<file path="config.mk">
export PLATFORM = sky130hd
export DESIGN_NAME = router_pkt_tx
export DESIGN_NICKNAME = d
export VERILOG_FILES = /design/src/rtl/router_pkg.sv /design/src/rtl/router_tx_fifo.sv /design/src/rtl/router_pkt_tx.sv
export SDC_FILE = /design/constraint.sdc
export NUM_CORES = 1
export LEC_CHECK = 0
export CAP_MARGIN = 20
export CELL_PAD_IN_SITES_DETAIL_PLACEMENT = 1
export CELL_PAD_IN_SITES_GLOBAL_PLACEMENT = 1
export CORE_ASPECT_RATIO = 0.6
export CORE_MARGIN = 4
export CORE_UTILIZATION = 55
export DETAILED_ROUTE_END_ITERATION = 12
export GPL_TIMING_DRIVEN = 1
export PLACE_DENSITY_LB_ADDON = 0.1
export SKIP_LAST_GASP = 1
export SYNTH_ARGS = -nofsm -noshare
export SYNTH_HDL_FRONTEND = slang
export SYNTH_SLANG_ARGS = --single-unit
</file>
<file path="constraint.sdc">
create_clock -name clock -period 9.85 [get_ports clock]
set_input_delay 1.4775 -clock clock [delete_from_list [all_inputs] [get_ports clock]]
set_output_delay 1.4775 -clock clock [all_outputs]
set_load 0.05 [all_outputs]
</file>
<file path="src/rtl/router_pkg.sv">
// Shared definitions for the router packet transmitter: header layout,
// illegal address code, FSM state encodings and the header packing helper.
package router_pkg;

    localparam int DATA_W       = 8;
    localparam int ADDR_W       = 2;
    localparam int LEN_W        = 6;
    localparam int COUNT_W      = 7;
    localparam int MAX_LEN      = 63;
    localparam int HDR_ADDR_LSB = 0;
    localparam int HDR_LEN_LSB  = 2;

    localparam logic [ADDR_W-1:0] ADDR_ILLEGAL = 2'd3;

    localparam logic [2:0] ST_IDLE    = 3'd0;
    localparam logic [2:0] ST_WAIT    = 3'd1;
    localparam logic [2:0] ST_HEADER  = 3'd2;
    localparam logic [2:0] ST_PAYLOAD = 3'd3;
    localparam logic [2:0] ST_PARITY  = 3'd4;
    localparam logic [2:0] ST_GAP     = 3'd5;

    function automatic logic [DATA_W-1:0] make_header(input logic [LEN_W-1:0]  len,
                                                      input logic [ADDR_W-1:0] addr);
        return {len, addr};
    endfunction

endpackage

</file>
<file path="src/rtl/router_tx_fifo.sv">
// Synchronous show-ahead byte FIFO: the head entry is always visible on o_dout,
// a pop simply advances past it. Push is dropped when full, pop when empty.
module router_tx_fifo
    import router_pkg::*;
#(
    parameter int DEPTH = 64
) (
    input  logic               i_clk,
    input  logic               i_srst,
    input  logic               i_push,
    input  logic [DATA_W-1:0]  i_din,
    input  logic               i_pop,
    output logic [DATA_W-1:0]  o_dout,
    output logic [COUNT_W-1:0] o_count,
    output logic               o_full,
    output logic               o_empty
);

    localparam int AW = $clog2(DEPTH);

    logic [DATA_W-1:0] r_mem [DEPTH];
    logic [AW-1:0]     r_wr_ptr;
    logic [AW-1:0]     r_rd_ptr;
    logic [AW:0]       r_count;
    logic              w_push;
    logic              w_pop;

    assign o_full  = (r_count == (AW+1)'(DEPTH));
    assign o_empty = (r_count == '0);
    assign w_push  = i_push && !o_full;
    assign w_pop   = i_pop && !o_empty;
    assign o_dout  = r_mem[r_rd_ptr];
    assign o_count = COUNT_W'(r_count);

    always_ff @(posedge i_clk) begin
        if (w_push) begin
            r_mem[r_wr_ptr] <= i_din;
        end
    end

    // Pointers wrap naturally because DEPTH is a power of two.
    always_ff @(posedge i_clk) begin
        if (i_srst) begin
            r_wr_ptr <= '0;
            r_rd_ptr <= '0;
            r_count  <= '0;
        end else begin
            if (w_push) r_wr_ptr <= r_wr_ptr + 1'b1;
            if (w_pop)  r_rd_ptr <= r_rd_ptr + 1'b1;
            case ({w_push, w_pop})
                2'b10:   r_count <= r_count + 1'b1;
                2'b01:   r_count <= r_count - 1'b1;
                default: r_count <= r_count;
            endcase
        end
    end

endmodule

</file>
<file path="src/rtl/router_pkt_tx.sv">
// Packet source for the 1x3 router: buffers payload bytes, then sends
// header, payload and parity on the router input bus, honouring busy.
module router_pkt_tx
    import router_pkg::*;
#(
    parameter int FIFO_DEPTH = 64,
    parameter int MAX_LEN    = 63,
    parameter int IFG_CYCLES = 2
) (
    input  logic         clock,
    input  logic         rst,
    input  logic [7:0]   src_data,
    input  logic         src_valid,
    output logic         src_ready,
    input  logic         start,
    input  logic [1:0]   dest_addr,
    input  logic [5:0]   payload_len,
    input  logic         inject_err,
    input  logic         busy,
    output logic [7:0]   pkt_data,
    output logic         pkt_valid,
    output logic         tx_active,
    output logic         done,
    output logic         cfg_err,
    output logic [6:0]   fifo_count
);

    localparam int IFG_W = (IFG_CYCLES < 2) ? 1 : $clog2(IFG_CYCLES);

    logic [2:0]        r_state;
    logic [ADDR_W-1:0] r_addr;
    logic [LEN_W-1:0]  r_len;
    logic              r_inj;
    logic [LEN_W-1:0]  r_remaining;
    logic [DATA_W-1:0] r_parity;
    logic [IFG_W-1:0]  r_ifg;
    logic [DATA_W-1:0] r_pkt_data;
    logic              r_pkt_valid;
    logic              r_done;
    logic              r_cfg_err;

    logic [DATA_W-1:0]  w_fifo_dout;
    logic [COUNT_W-1:0] w_fifo_count;
    logic               w_fifo_full;
    logic               w_fifo_empty;
    logic               w_pop;
    logic               w_start_bad;
    logic [DATA_W-1:0]  w_header;

    assign w_header    = make_header(r_len, r_addr);
    assign w_start_bad = (payload_len == '0) || (dest_addr == ADDR_ILLEGAL)
                         || (int'(payload_len) > MAX_LEN);

    // Each payload byte is popped at the edge where the previous byte is consumed.
    assign w_pop = !busy && ((r_state == ST_HEADER) ||
                             (r_state == ST_PAYLOAD && r_remaining != '0));

    router_tx_fifo #(
        .DEPTH (FIFO_DEPTH)
    ) u_fifo (
        .i_clk   (clock),
        .i_srst  (rst),
        .i_push  (src_valid),
        .i_din   (src_data),
        .i_pop   (w_pop),
        .o_dout  (w_fifo_dout),
        .o_count (w_fifo_count),
        .o_full  (w_fifo_full),
        .o_empty (w_fifo_empty)
    );

    always_ff @(posedge clock) begin
        if (rst) begin
            r_state     <= ST_IDLE;
            r_addr      <= '0;
            r_len       <= '0;
            r_inj       <= 1'b0;
            r_remaining <= '0;
            r_parity    <= '0;
            r_ifg       <= '0;
            r_pkt_data  <= '0;
            r_pkt_valid <= 1'b0;
            r_done      <= 1'b0;
            r_cfg_err   <= 1'b0;
        end else begin
            r_done    <= 1'b0;
            r_cfg_err <= 1'b0;
            case (r_state)
                ST_IDLE: begin
                    if (start) begin
                        if (w_start_bad) begin
                            r_cfg_err <= 1'b1;
                        end else begin
                            r_addr  <= dest_addr;
                            r_len   <= payload_len;
                            r_inj   <= inject_err;
                            r_state <= ST_WAIT;
                        end
                    end
                end
                // Hold off until the whole payload is buffered so pkt_valid never gaps.
                ST_WAIT: begin
                    if (w_fifo_count >= {1'b0, r_len}) begin
                        r_pkt_data  <= w_header;
                        r_pkt_valid <= 1'b1;
                        r_parity    <= w_header;
                        r_state     <= ST_HEADER;
                    end
                end
                ST_HEADER: begin
                    if (!busy) begin
                        r_pkt_data  <= w_fifo_dout;
                        r_parity    <= r_parity ^ w_fifo_dout;
                        r_remaining <= r_len - 1'b1;
                        r_state     <= ST_PAYLOAD;
                    end
                end
                ST_PAYLOAD: begin
                    if (!busy) begin
                        if (r_remaining != '0) begin
                            r_pkt_data  <= w_fifo_dout;
                            r_parity    <= r_parity ^ w_fifo_dout;
                            r_remaining <= r_remaining - 1'b1;
                        end else begin
                            r_pkt_data  <= r_parity ^ {7'd0, r_inj};
                            r_pkt_valid <= 1'b0;
                            r_state     <= ST_PARITY;
                        end
                    end
                end
                ST_PARITY: begin
                    if (!busy) begin
                        r_pkt_data <= '0;
                        r_ifg      <= '0;
                        r_state    <= ST_GAP;
                    end
                end
                ST_GAP: begin
                    if (r_ifg == IFG_W'(IFG_CYCLES - 1)) begin
                        r_done  <= 1'b1;
                        r_state <= ST_IDLE;
                    end else begin
                        r_ifg <= r_ifg + 1'b1;
                    end
                end
                default: r_state <= ST_IDLE;
            endcase
        end
    end

    assign src_ready  = !w_fifo_full;
    assign pkt_data   = r_pkt_data;
    assign pkt_valid  = r_pkt_valid;
    assign tx_active  = (r_state != ST_IDLE);
    assign done       = r_done;
    assign cfg_err    = r_cfg_err;
    assign fifo_count = w_fifo_count;

endmodule
</file>
==> results of run 1 <==
layout by cell type, fill, tap and decap left out, drive strengths merged, types with 6 or more instances in the layout:
cell type / instances
a211oi: 7
a21o: 10
a21oi: 43
a221oi: 12
a22o: 6
a22oi: 17
a311oi: 6
a31oi: 6
buf: 30
clkbuf: 65
clkdlybuf4s50: 32
clkinv: 18
dfxtp: 63
edfxtp: 512
ha: 12
inv: 23
mux2: 12
mux2i: 83
mux4: 111
nand2: 49
nand2b: 12
nand3: 15
nand4: 7
nor2: 133
nor2b: 14
nor3: 14
nor4: 16
o21ai: 20
o22ai: 9
o31ai: 6
or3: 11
xnor2: 7
xor2: 11
final timing paths:
| path | endpoint | slack [ns] |
|---|---|---|
| min reg2reg | pkt_valid$_SDFFE_PP0P_ | 0.47 |
| min | pkt_valid$_SDFFE_PP0P_ | 0.47 |
| max | u_fifo.o_count[6]$_SDFFE_PP0P_ | 4.44 |
| max reg2reg | u_fifo.o_count[6]$_SDFFE_PP0P_ | 5.24 |
flip-flops by register name (all words and copies together) (netlist names), named ones only:
name and flops:
cfg_err 1, done 1, pkt_data 8, pkt_valid 1
r_addr 2, r_ifg 1, r_inj 1, r_len 6
r_parity 8, r_remaining 6, r_state 3, u_fifo.o_count 7
u_fifo.r_mem 512, u_fifo.r_rd_ptr 6, u_fifo.r_wr_ptr 6
per-layer routing:
layer  wire length (um)  vias up  GRT usage
li1                   -     5647          -
met1              28000     7103      0.419
met2              27100      579      0.384
met3               5950       66     0.0711
met4                848        2     0.0476
met5                 90        -     0.0144
worst max-delay path, stage by stage:
cell             delay [ns]
clkdlybuf4s50_1        0.65
a31oi_1                0.69
o211a_1                0.49
ha_1                   0.55
xor2_1                 0.14
ha_1                   0.21
a21o_1                 0.21
a32o_1                 0.27
a21oi_1                0.20
or4b_1                 0.45
a31oi_1                0.20
mux2_2                 0.36
logic make-up (layout without fill, tap and decap cells):
logic type,after synthesis,after routing,share of synthesized area
DFF,575,575,0.700
muxes,206,206,0.149
adders and majority gates,12,12,0.00632
xor gates and xnor gates,18,18,0.00664
buffers and inverters,103,174,0.0243
AOI/OAI and AO/OA,184,184,0.0549
and+or+nand+nor,296,296,0.0589
per-stage QoR:
stage	util	setup slack (ns)	hold slack (ns)	power [uW]	cell area, um^2
final	0.618	4.44	0.473	5200	26100
after global routing	0.618	4.25	0.502	5390	26100
after CTS	0.617	4.60	0.475	5220	26100
after detailed placement	0.579	4.00	0.466	3260	24500
after global placement	0.579	4.15	0.468	3240	24500
after floorplan	-	5.11	0.442	3080	23800
power by group through the flow:
| stage | clock network [uW] | registers, uW | logic (uW) |
|---|---|---|---|
| after floorplan | 0 | 2810 | 263 |
| after global placement | 0 | 2790 | 450 |
| after detailed placement | 0 | 2790 | 467 |
| after CTS | 2000 | 2740 | 472 |
| after global routing | 2120 | 2750 | 517 |
| final | 1980 | 2740 | 482 |
cell type report:
class	count	area, um^2
inverters	19	71.3
flip-flops and latches	575	16600
clock inverters	28	273
clock buffers	65	1340
well taps	570	713
multi-input cells	716	6550
repair buffers	62	536
fillers	3675	16200
==> summary.txt, run 1 <==
Run status
  • Run status: finished clean

Floorplan
  • Starting utilization of the core area: 0.562
  • Placeable core area: around 0.042 mm^2
  • Area of the die: approximately 0.047 mm^2
  • Top-level I/O count: 42
  • Std-Cell Rows: 58
  • Die Width: 276 um
  • Die span in y: 169 um

Clock network
  • Source-to-sink clock delay at the later pin of the worst-skew pair: 0.59 ns
  • Buffer count from post-CTS setup fixing: 0
  • H-Tree Depth: 2
  • Clk sinks: 575
  • CTS tree: yes
  • Clk pin slew, worst setup/hold paths: 0.07 ns
  • Number of buffers added by the clock tree synthesis step: 51
  • Maximum number of buffers from clock root to sink: 3
  • CTS Root Cell: clkbuf_16
  • Post-CTS Hold Fix Bufs: 0
  • Post-CTS resize count: 0

Worst setup path
  • Worst r2r src: r_remaining[2]$_SDFFE_PP0P_
  • R2R cell count: 12
  • Critical path class: in -> reg
  • Arrival time at the worst endpoint: about 5.9 ns
  • Launching element type of the critical path: input pin
  • Setup crit end kind: flop
  • Highest net fanout along the worst path: 15
  • Start point of the critical path: busy
  • Critical Path RT: 10.33 ns

Synthesis
  • Gate Count Post-Synth: between 1,000 and 1,500
  • Register area share after synthesis: 0.700
  • FF+latch count, synth: 575
  • Top-count cell post-synth: edfxtp_1
  • Top FF cell, synth: edfxtp_1
  • Cells taking the most area after synthesis: edfxtp_1, mux4_2, dfxtp_1, mux2i_1, nor2_1
  • Total of warnings raised by yosys: 0
  • Area leader, netlist: edfxtp_1
  • Post-Synthesis Net Count: 1,428
  • Post-synthesis cell type count: 71
  • Netlist Area Pre-Place: 0.0238 mm^2
  • Leading cell types by count after synthesis: edfxtp_1, nor2_1, mux4_2, mux2i_1, dfxtp_1
  • Number of enable flip-flop cells after synthesis: 512
  • Async SR Flop Fraction: 0
  • Average footprint of a synthesized cell: about 17 um^2
  • Area fraction of the dominant cell type after synthesis: 0.647

Min path
  • WHS Path Cells: 2
  • Min-delay src: pkt_valid$_SDFFE_PP0P_
  • Path class of the lowest-slack min-delay path: reg -> reg

Global routing
  • Largest net degree at the start of global routing: 65
  • Global-route congestion overflow total: 0
  • Global-route wire length before repair: around 92,000 um
  • Number of antenna violations at the first check in global routing: 0
  • GRT Overall Usage: 0.267
  • Number of global-route vias before repair: between 10,000 and 15,000

Finish
  • # diodes: 0
  • Final Net Count: 1,459
  • Layout cells sized above 1: 0.149
  • Count of placed standard cells in the final layout, fillers left out: 2,035
  • Area delta synth->final: 9.98%

Routing
  • Via count: 13,400
  • Per-cell via count in the routed design: 6.58
  • DRC violations left: 0
  • Detail Route Antenna Nets: 0
  • Final routed wire length divided by cell count: 30.5 um
  • Post-detailed-routing wire length: 62,000 um
  • Number of search-and-repair iterations in the first detailed-routing pass: 5
  • Violation count after the first detailed-routing iteration: 1,609

Placement
  • Number of cells after detailed placement: just under 2,000
  • Weighted congestion reported at the end of routability-driven placement: 0.863
  • Final HPWL from detailed placement: slightly below 40,000 um
  • Port bufs: about 40

Timing
  • Achievable frequency: 185 MHz
  • Final setup TNS: 0 ns
  • RSZ-0062 raised after global routing: false
  • Clock Skew: 0.0209 ns
  • Worst max-slew margin expressed relative to the limit: 0.211
  • Slew of the pin with the lowest slew margin: 1.17 ns
  • Crit path time final: 5.41 ns
  • Final hold violation count: 0
  • Number of setup violations in the final report: 0
  • Max-slew violation total from the final report: 0
  • Final period util: 0.549

Pwr
  • Leak: between 0.008 and 0.009 uW
  • Peak supply drop: roughly 170 uV
  • Relative contribution of sequential cells to total power: 0.527
  • Portion of total power attributed to combinational logic: 0.093
  • Cell internal pwr: 3950 uW
  • Switching share of power: 0.242
  • Power density over the cells: 199 mW/mm^2
  • Switching power total: around 1300 uW
  • Clk pwr share: 0.380

Job
  • Number of max-capacitance violations reported: 0
No activity file was read; power rests on OpenSTA's default activity.
==> inputs of run 2 (changes only) <==
--- a/config.mk
+++ b/config.mk
@@ -10,7 +10,7 @@
 export CELL_PAD_IN_SITES_GLOBAL_PLACEMENT = 1
 export CORE_ASPECT_RATIO = 0.6
 export CORE_MARGIN = 4
-export CORE_UTILIZATION = 55
+export CORE_UTILIZATION = 54
 export DETAILED_ROUTE_END_ITERATION = 12
 export GPL_TIMING_DRIVEN = 1
 export PLACE_DENSITY_LB_ADDON = 0.1
==> constraint.sdc (replaced) <==
create_clock -name clock -period 5.5 [get_ports clock]
set_input_delay 0.825 -clock clock [delete_from_list [all_inputs] [get_ports clock]]
set_output_delay 0.825 -clock clock [all_outputs]
set_load 0.05 [all_outputs]
==> summary.txt, run 2 (synthesis results as in run 1) <==
Run status
  • Run status: finished clean

Worst setup path
  • Arrival time at the worst endpoint: 4.78 ns (-1.11 ns)
  • Launching element type of the critical path: input pin
  • Critical path class: in -> reg
  • Highest net fanout along the worst path: 13 (-2)
  • Critical Path RT: 5.97 ns (-4.36 ns)
  • Setup crit end kind: flop

Finish
  • Number of flip-flops in the largest register: 512 (unchanged)
  • Top reg by flops: u_fifo.r_mem
  • Layout cells sized above 1: 0.157 (+0.00780)
  • Leading cell type in the layout, fill and taps excluded: edfxtp_1
  • Most frequent cells in the layout: edfxtp_1, nor2_1, mux4_2
  • Count of placed standard cells in the final layout, fillers left out: 2,054 (+0.93%)
  • Number of fill cells in the layout: 3,819 (+3.9%)
  • Area occupied by registers: 0.0166 mm^2 (unchanged)
  • Fraction of the core area covered by cells at the end of the flow: 0.604 (-0.0142)
  • Area delta synth->final: 10.3%
  • Final Net Count: 1,470 (+0.75%)
  • Multi-input logic area: 0.00655 mm^2 (unchanged)
  • # diodes: 0 (unchanged)

Floorplan
  • Std-Cell Rows: 59 (+1.7%)
  • Die Width: 279 um (+0.89%)
  • Starting utilization of the core area: 0.547 (-0.0142)
  • Area of the die: 0.0475 mm^2 (+1.8%)
  • Top-level I/O count: 42 (unchanged)
  • Placeable core area: 0.0434 mm^2 (+2.6%)
  • Die span in y: 170 um (+0.88%)

Clock network
  • CTS tree: yes
  • Source-to-sink clock delay at the later pin of the worst-skew pair: 0.58 ns (about the same)
  • Clk sinks: 575 (unchanged)
  • H-Tree Depth: 2 (unchanged)
  • Number of buffers added by the clock tree synthesis step: 51 (unchanged)
  • Buffer count from post-CTS setup fixing: 0 (unchanged)
  • Clk pin slew, worst setup/hold paths: 0.06 ns (about the same)
  • Maximum number of buffers from clock root to sink: 3 (unchanged)
  • Post-CTS Hold Fix Bufs: 0 (unchanged)
  • Post-CTS resize count: 0 (unchanged)
  • CTS Root Cell: clkbuf_16

Timing
  • Worst setup slack after layout: 1.18 ns (-3.26 ns)
  • Final period util: 0.785
  • Number of setup violations in the final report: 0 (unchanged)
  • WHS: 0.477 ns (+0.00370 ns)
  • Clock Skew: 0.0176 ns (-0.00338 ns)
  • Max-slew violation total from the final report: 0 (unchanged)
  • Final setup TNS: 0 ns (unchanged)
  • Worst max-slew margin expressed relative to the limit: 0.316 (+0.105)
  • Final hold violation count: 0 (unchanged)
  • Achievable frequency: 232 MHz
  • Slew of the pin with the lowest slew margin: 1.02 ns (-0.150 ns)
  • RSZ-0062 raised after global routing: false
  • Crit path time final: between 4 and 5 ns

Global routing
  • GRT Overall Usage: 0.263 (-0.00465)
  • Largest net degree at the start of global routing: 65 (unchanged)
  • Number of antenna violations at the first check in global routing: 0 (unchanged)
  • Global-route wire length before repair: 91,600 um (-0.90%)
  • Number of global-route vias before repair: 13,600 (+0.35%)
  • Global-route congestion overflow total: 0 (unchanged)

Routing
  • Violation count after the first detailed-routing iteration: 1,592 (-1.1%)
  • DRC violations left: 0 (unchanged)
  • Detail Route Antenna Nets: 0 (unchanged)
  • Post-detailed-routing wire length: 62,000 um (about the same)
  • Number of search-and-repair iterations in the first detailed-routing pass: 7 (+2)
  • Per-cell via count in the routed design: 6.48 (-1.6%)
  • Final routed wire length divided by cell count: 30.2 um (-0.84%)
  • Via count: 13,300 (-0.69%)

Placement
  • Weighted congestion reported at the end of routability-driven placement: 0.917 (+6.3%)
  • Placement Setup Slack: 0.741 ns (-3.26 ns)
  • Final HPWL from detailed placement: 40,100 um (+2.3%)
  • Number of cells after detailed placement: 1,959 (+0.93%)
  • Port bufs: 41 (unchanged)

Job
  • Number of max-capacitance violations reported: 0 (unchanged)

Min path
  • Path class of the lowest-slack min-delay path: reg -> reg

Pwr
  • Peak supply drop: 329 uV (+94%)
  • Leak: 0.00811 uW (+0.44%)
  • Power density over the cells: 352 mW/mm^2 (+77%)
==> run 2: cell count changes in the layout (fill, tap and decap cells not counted), sizes merged <==
cell | before | now
clkinv | 18 | 15
clkbuf | 65 | 68
buf | 30 | 41
bufinv | 5 | 2
clkinvlp | 1 | 3
==> run 2: worst paths after layout <==
| kind | start | slack (ns) | to | depth (start not counted) |
|---|---|---|---|---|
| worst max register to register | r_remaining[1]$_SDFFE_PP0P_ | 1.26 | u_fifo.o_count[6]$_SDFFE_PP0P_ | 13 |
| worst max-delay path | busy | 1.18 | u_fifo.o_count[6]$_SDFFE_PP0P_ | 13 |
| worst min register to register | pkt_valid$_SDFFE_PP0P_ | 0.48 | pkt_valid$_SDFFE_PP0P_ | 2 |
| worst min-delay path | pkt_valid$_SDFFE_PP0P_ | 0.48 | pkt_valid$_SDFFE_PP0P_ | 2 |
==> run 2: worst max-delay path, cell delays in order <==
cell and delay (ns):
clkdlybuf4s50_1 0.40, buf_4 0.18, a31oi_1 0.63, o211a_1 0.48, ha_1 0.27, xor2_1 0.08, ha_1 0.20, a21o_1 0.20
a32o_1 0.26, a21oi_1 0.22, or4b_1 0.46, a31oi_1 0.21, mux2_2 0.35
==> run 2: final cells by class <==
type                    instances  area share
clock inverters                24     0.00731
well taps                     579      0.0277
inverters                      19     0.00272
repair buffers                 73      0.0244
clock buffers                  68      0.0523
flip-flops and latches        575       0.635
multi-input cells             716       0.250
==> run 2: per-stage QoR <==
step | total power, uW | area [um^2]
global route | 9550 | 26200
global placement | 5810 | 24600
CTS | 9250 | 26200
finish | 9230 | 26200
detailed placement | 5850 | 24600
floorplan | 5510 | 23800
==> run 2: layer usage <==
metal  global-route usage  wire (um)
met4               0.0443        850
met3               0.0746       5950
met2                0.380      26900
met5                    0          0
met1                0.409      28400
==> run 2: power by group <==
group / total (uW) / leakage, uW / internal [uW] / switching, uW
Sequential: 4920 / 0.00512 / 4820 / 101
Clock: 3440 / 0.000760 / 1850 / 1590
Combinational: 873 / 0.00223 / 298 / 574
==> inputs of run 3 (changes only) <==
--- a/config.mk
+++ b/config.mk
@@ -10,7 +10,7 @@
 export CELL_PAD_IN_SITES_GLOBAL_PLACEMENT = 1
 export CORE_ASPECT_RATIO = 0.6
 export CORE_MARGIN = 4
-export CORE_UTILIZATION = 54
+export CORE_UTILIZATION = 49
 export DETAILED_ROUTE_END_ITERATION = 12
 export GPL_TIMING_DRIVEN = 1
 export PLACE_DENSITY_LB_ADDON = 0.1
==> constraint.sdc (replaced) <==
create_clock -name clock -period 3.5 [get_ports clock]
set_input_delay 0.525 -clock clock [delete_from_list [all_inputs] [get_ports clock]]
set_output_delay 0.525 -clock clock [all_outputs]
set_load 0.05 [all_outputs]
==> summary.txt, run 3 (synthesis results as in run 1) <==
Worst setup path
  • Setup crit end kind: flop
  • Critical Path RT: 4.00 ns (-1.97 ns)
  • Launching element type of the critical path: flop
  • Crit. path cell count: 13 (unchanged)
  • Setup slack on the worst flop-to-flop path: 0.15 ns (-1.11 ns)
  • Worst r2r src: r_remaining[2]$_SDFFE_PP0P_
  • CP peak stage delay: 0.44 ns (-0.19 ns)
  • Critical path class: reg -> reg
  • Cell repeated most along the worst path: a31oi_1
  • Top delay family on crit path: compound AO/OA/AOI/OAI gates
  • Arrival time at the worst endpoint: 3.85 ns (-0.93 ns)
  • Crit Reg-Reg Endpoint: u_fifo.o_count[6]$_SDFFE_PP0P_
  • Cell-by-cell trace of the critical path: nor4_2 -> a31oi_1 -> buf_4 -> o211a_1 -> ha_4 -> xor2_1 -> ha_1 -> a21o_1 -> a31o_1 -> a21oi_2 -> or4b_1 -> a31oi_1 -> mux2_2
  • R2R cell count: 13 (unchanged)
  • Worst-path cell with the longest stage delay: or4b_1
  • Highest net fanout along the worst path: 6 (-7)
  • Buffers & Inverters on Critical Path: 1 (-1)

Floorplan
  • Die span in y: 179 um (+4.7%)
  • Placeable core area: 0.0479 mm^2 (+10%)
  • Top-level I/O count: 42 (unchanged)
  • Die Width: 292 um (+4.8%)
  • Std-Cell Rows: 62 (+5.1%)
  • Starting utilization of the core area: 0.496 (-0.0510)
  • Area of the die: 0.0522 mm^2 (+9.8%)

Timing
  • Slew of the pin with the lowest slew margin: 1.06 ns (+0.0388 ns)
  • Worst max-slew margin expressed relative to the limit: 0.293 (-0.0234)
  • RSZ-0062 raised after global routing: false
  • Achievable frequency: ~300 MHz
  • Crit path time final: 3.35 ns
  • Number of setup violations in the final report: 0 (unchanged)
  • Final hold violation count: 0 (unchanged)
  • Final period util: 0.957
  • Clock Skew: 0.0276 ns (+0.0100 ns)
  • Max-slew violation total from the final report: 0 (unchanged)

Clock network
  • CTS Root Cell: clkbuf_16
  • Buffer count from post-CTS setup fixing: 0 (unchanged)
  • Source-to-sink clock delay at the later pin of the worst-skew pair: 0.61 ns (+0.03 ns)
  • H-Tree Depth: 2 (unchanged)
  • Maximum number of buffers from clock root to sink: 3 (unchanged)
  • Number of buffers added by the clock tree synthesis step: 53 (+3.9%)
  • Post-CTS Hold Fix Bufs: 0 (unchanged)
  • CTS tree: yes
  • Clk sinks: 575 (unchanged)
  • Post-CTS resize count: 0 (unchanged)
  • Clk pin slew, worst setup/hold paths: 0.07 ns (about the same)

Pwr
  • Total power of the final layout: 15,100 uW (+63%)
  • Switching power total: 3690 uW (+63%)
  • Leak: 0.00883 uW (+8.9%)
  • Clk pwr share: 0.391 (+0.018)
  • Cell internal pwr: 11,400 uW (+64%)
  • Power density over the cells: 550 mW/mm^2 (+56%)
  • Relative contribution of sequential cells to total power: 0.509 (-0.023)
  • Portion of total power attributed to combinational logic: 0.100 (+0.005)
  • Peak supply drop: 469 uV (+43%)
  • Switching share of power: 0.244 (-0.00116)

Finish
  • Number of flip-flops in the largest register: 512 (unchanged)
  • Count of placed standard cells in the final layout, fillers left out: 2,240 (+9.1%)
  • Area delta synth->final: 15.6%
  • Number of fill cells in the layout: 4,300 (+13%)
  • Leading cell type in the layout, fill and taps excluded: edfxtp_1
  • Top reg by flops: u_fifo.r_mem
  • Fraction of the core area covered by cells at the end of the flow: 0.574 (-0.0298)
  • Area of all placed cells without fillers: 0.0275 mm^2 (+4.8%)
  • Final Net Count: 1,590 (+8.2%)
  • Most frequent cells in the layout: edfxtp_1, buf_4, nor2_1
  • Layout cells sized above 1: 0.228 (+0.0704)

Global routing
  • Layer carrying the most global-route usage: met1
  • Global-route wire length before repair: 97,600 um (+6.6%)
  • Met2 track demand over resource in global routing: 0.361 (-0.0183)
  • Largest net degree at the start of global routing: 65 (unchanged)
  • GRT Overall Usage: 0.256 (-0.00643)
  • Number of antenna violations at the first check in global routing: 0 (unchanged)
  • Met3 usage: 0.0586 (-0.0160)
  • Number of global-route vias before repair: 14,000 (+2.6%)
  • GRT met1 Usage: 0.413 (+0.00360)
  • Global-route congestion overflow total: 0 (unchanged)

Routing
  • Post-detailed-routing wire length: 66,700 um (+7.4%)
  • Per-cell via count in the routed design: 6.16 (-4.9%)
  • Via count: 13,800 (+3.7%)
  • DRC violations left: 0 (unchanged)
  • Detail Route Antenna Nets: 0 (unchanged)
  • Final routed wire length divided by cell count: 29.8 um (-1.5%)
  • Violation count after the first detailed-routing iteration: 1,526 (-4.1%)
  • Number of search-and-repair iterations in the first detailed-routing pass: 5 (-2)

Placement
  • Final HPWL from detailed placement: 44,900 um (+12%)
  • Weighted congestion reported at the end of routability-driven placement: 0.865 (-5.7%)
  • Number of cells after detailed placement: 2,140 (+9.2%)
  • Cell area after placement: 0.0257 mm^2 (+4.4%)
  • Port bufs: 41 (unchanged)

Min path
  • Min-delay src: src_data[2]
  • Endpoint, Worst Hold: u_fifo.r_mem[25][2]$_DFFE_PP_
  • WHS Path Cells: 1 (-1)
  • Path class of the lowest-slack min-delay path: in -> reg

Run status
  • Run status: finished clean

Job
  • Number of max-capacitance violations reported: 0 (unchanged)
## run 3: cell count changes in the layout (fill, tap and decap cells not counted), sizes merged
cell,delta
bufinv,+5
clkbuf,-4
clkinvlp,+1
diode,+1
buf,+118
clkinv,+7
inv,-3
## run 3: layout make-up
class	count	area, um^2	share of cell area
clock buffer	64	1370	0.0498
tap	640	801	0.0292
antenna	1	2.50	0.0000911
clock inverter	34	369	0.0134
inverter	19	71.3	0.00260
timing repair buffer	191	1590	0.0580
multi-input combinational	716	6600	0.240
sequential	575	16700	0.607
## run 3: power groups by stage
stage	clock network (uW)	logic, uW	registers (uW)
final	5900	1510	7680
after CTS	5990	1490	7680
after global routing	6290	1610	7690
after floorplan	0	751	7920
after detailed placement	0	1480	7820
after global placement	0	1420	7810
## run 3: how the worst max path moves through the flow
stage,slack (ns),end,from
after floorplan,0.01,u_fifo.o_count[6]$_SDFFE_PP0P_,u_fifo.o_count[4]$_SDFFE_PP0P_
after global placement,-0.05,u_fifo.o_count[6]$_SDFFE_PP0P_,busy
after detailed placement,-0.09,u_fifo.o_count[6]$_SDFFE_PP0P_,busy
after CTS,0.11,u_fifo.o_count[6]$_SDFFE_PP0P_,r_state[1]$_SDFFE_PP0P_
after global routing,0.02,u_fifo.o_count[6]$_SDFFE_PP0P_,r_remaining[2]$_SDFFE_PP0P_
final,0.15,u_fifo.o_count[6]$_SDFFE_PP0P_,r_remaining[2]$_SDFFE_PP0P_
## run 3: layer usage
| layer | wire length (um) | vias to the layer above |
|---|---|---|
| met4 | 940 | 0 |
| met5 | 0 | - |
| li1 | - | 5917 |
| met3 | 5560 | 72 |
| met2 | 28400 | 510 |
| met1 | 31800 | 7298 |
## run 3: through the flow
step / TNS, ns / hold WS (ns) / setup slack (ns)
after CTS: 0 / 0.286 / 0.108
after detailed placement: -0.0932 / 0.474 / -0.0932
after floorplan: 0 / 0.442 / 0.0104
after global routing: 0 / 0.304 / 0.0166
final: 0 / 0.308 / 0.151
after global placement: -0.0531 / 0.467 / -0.0531
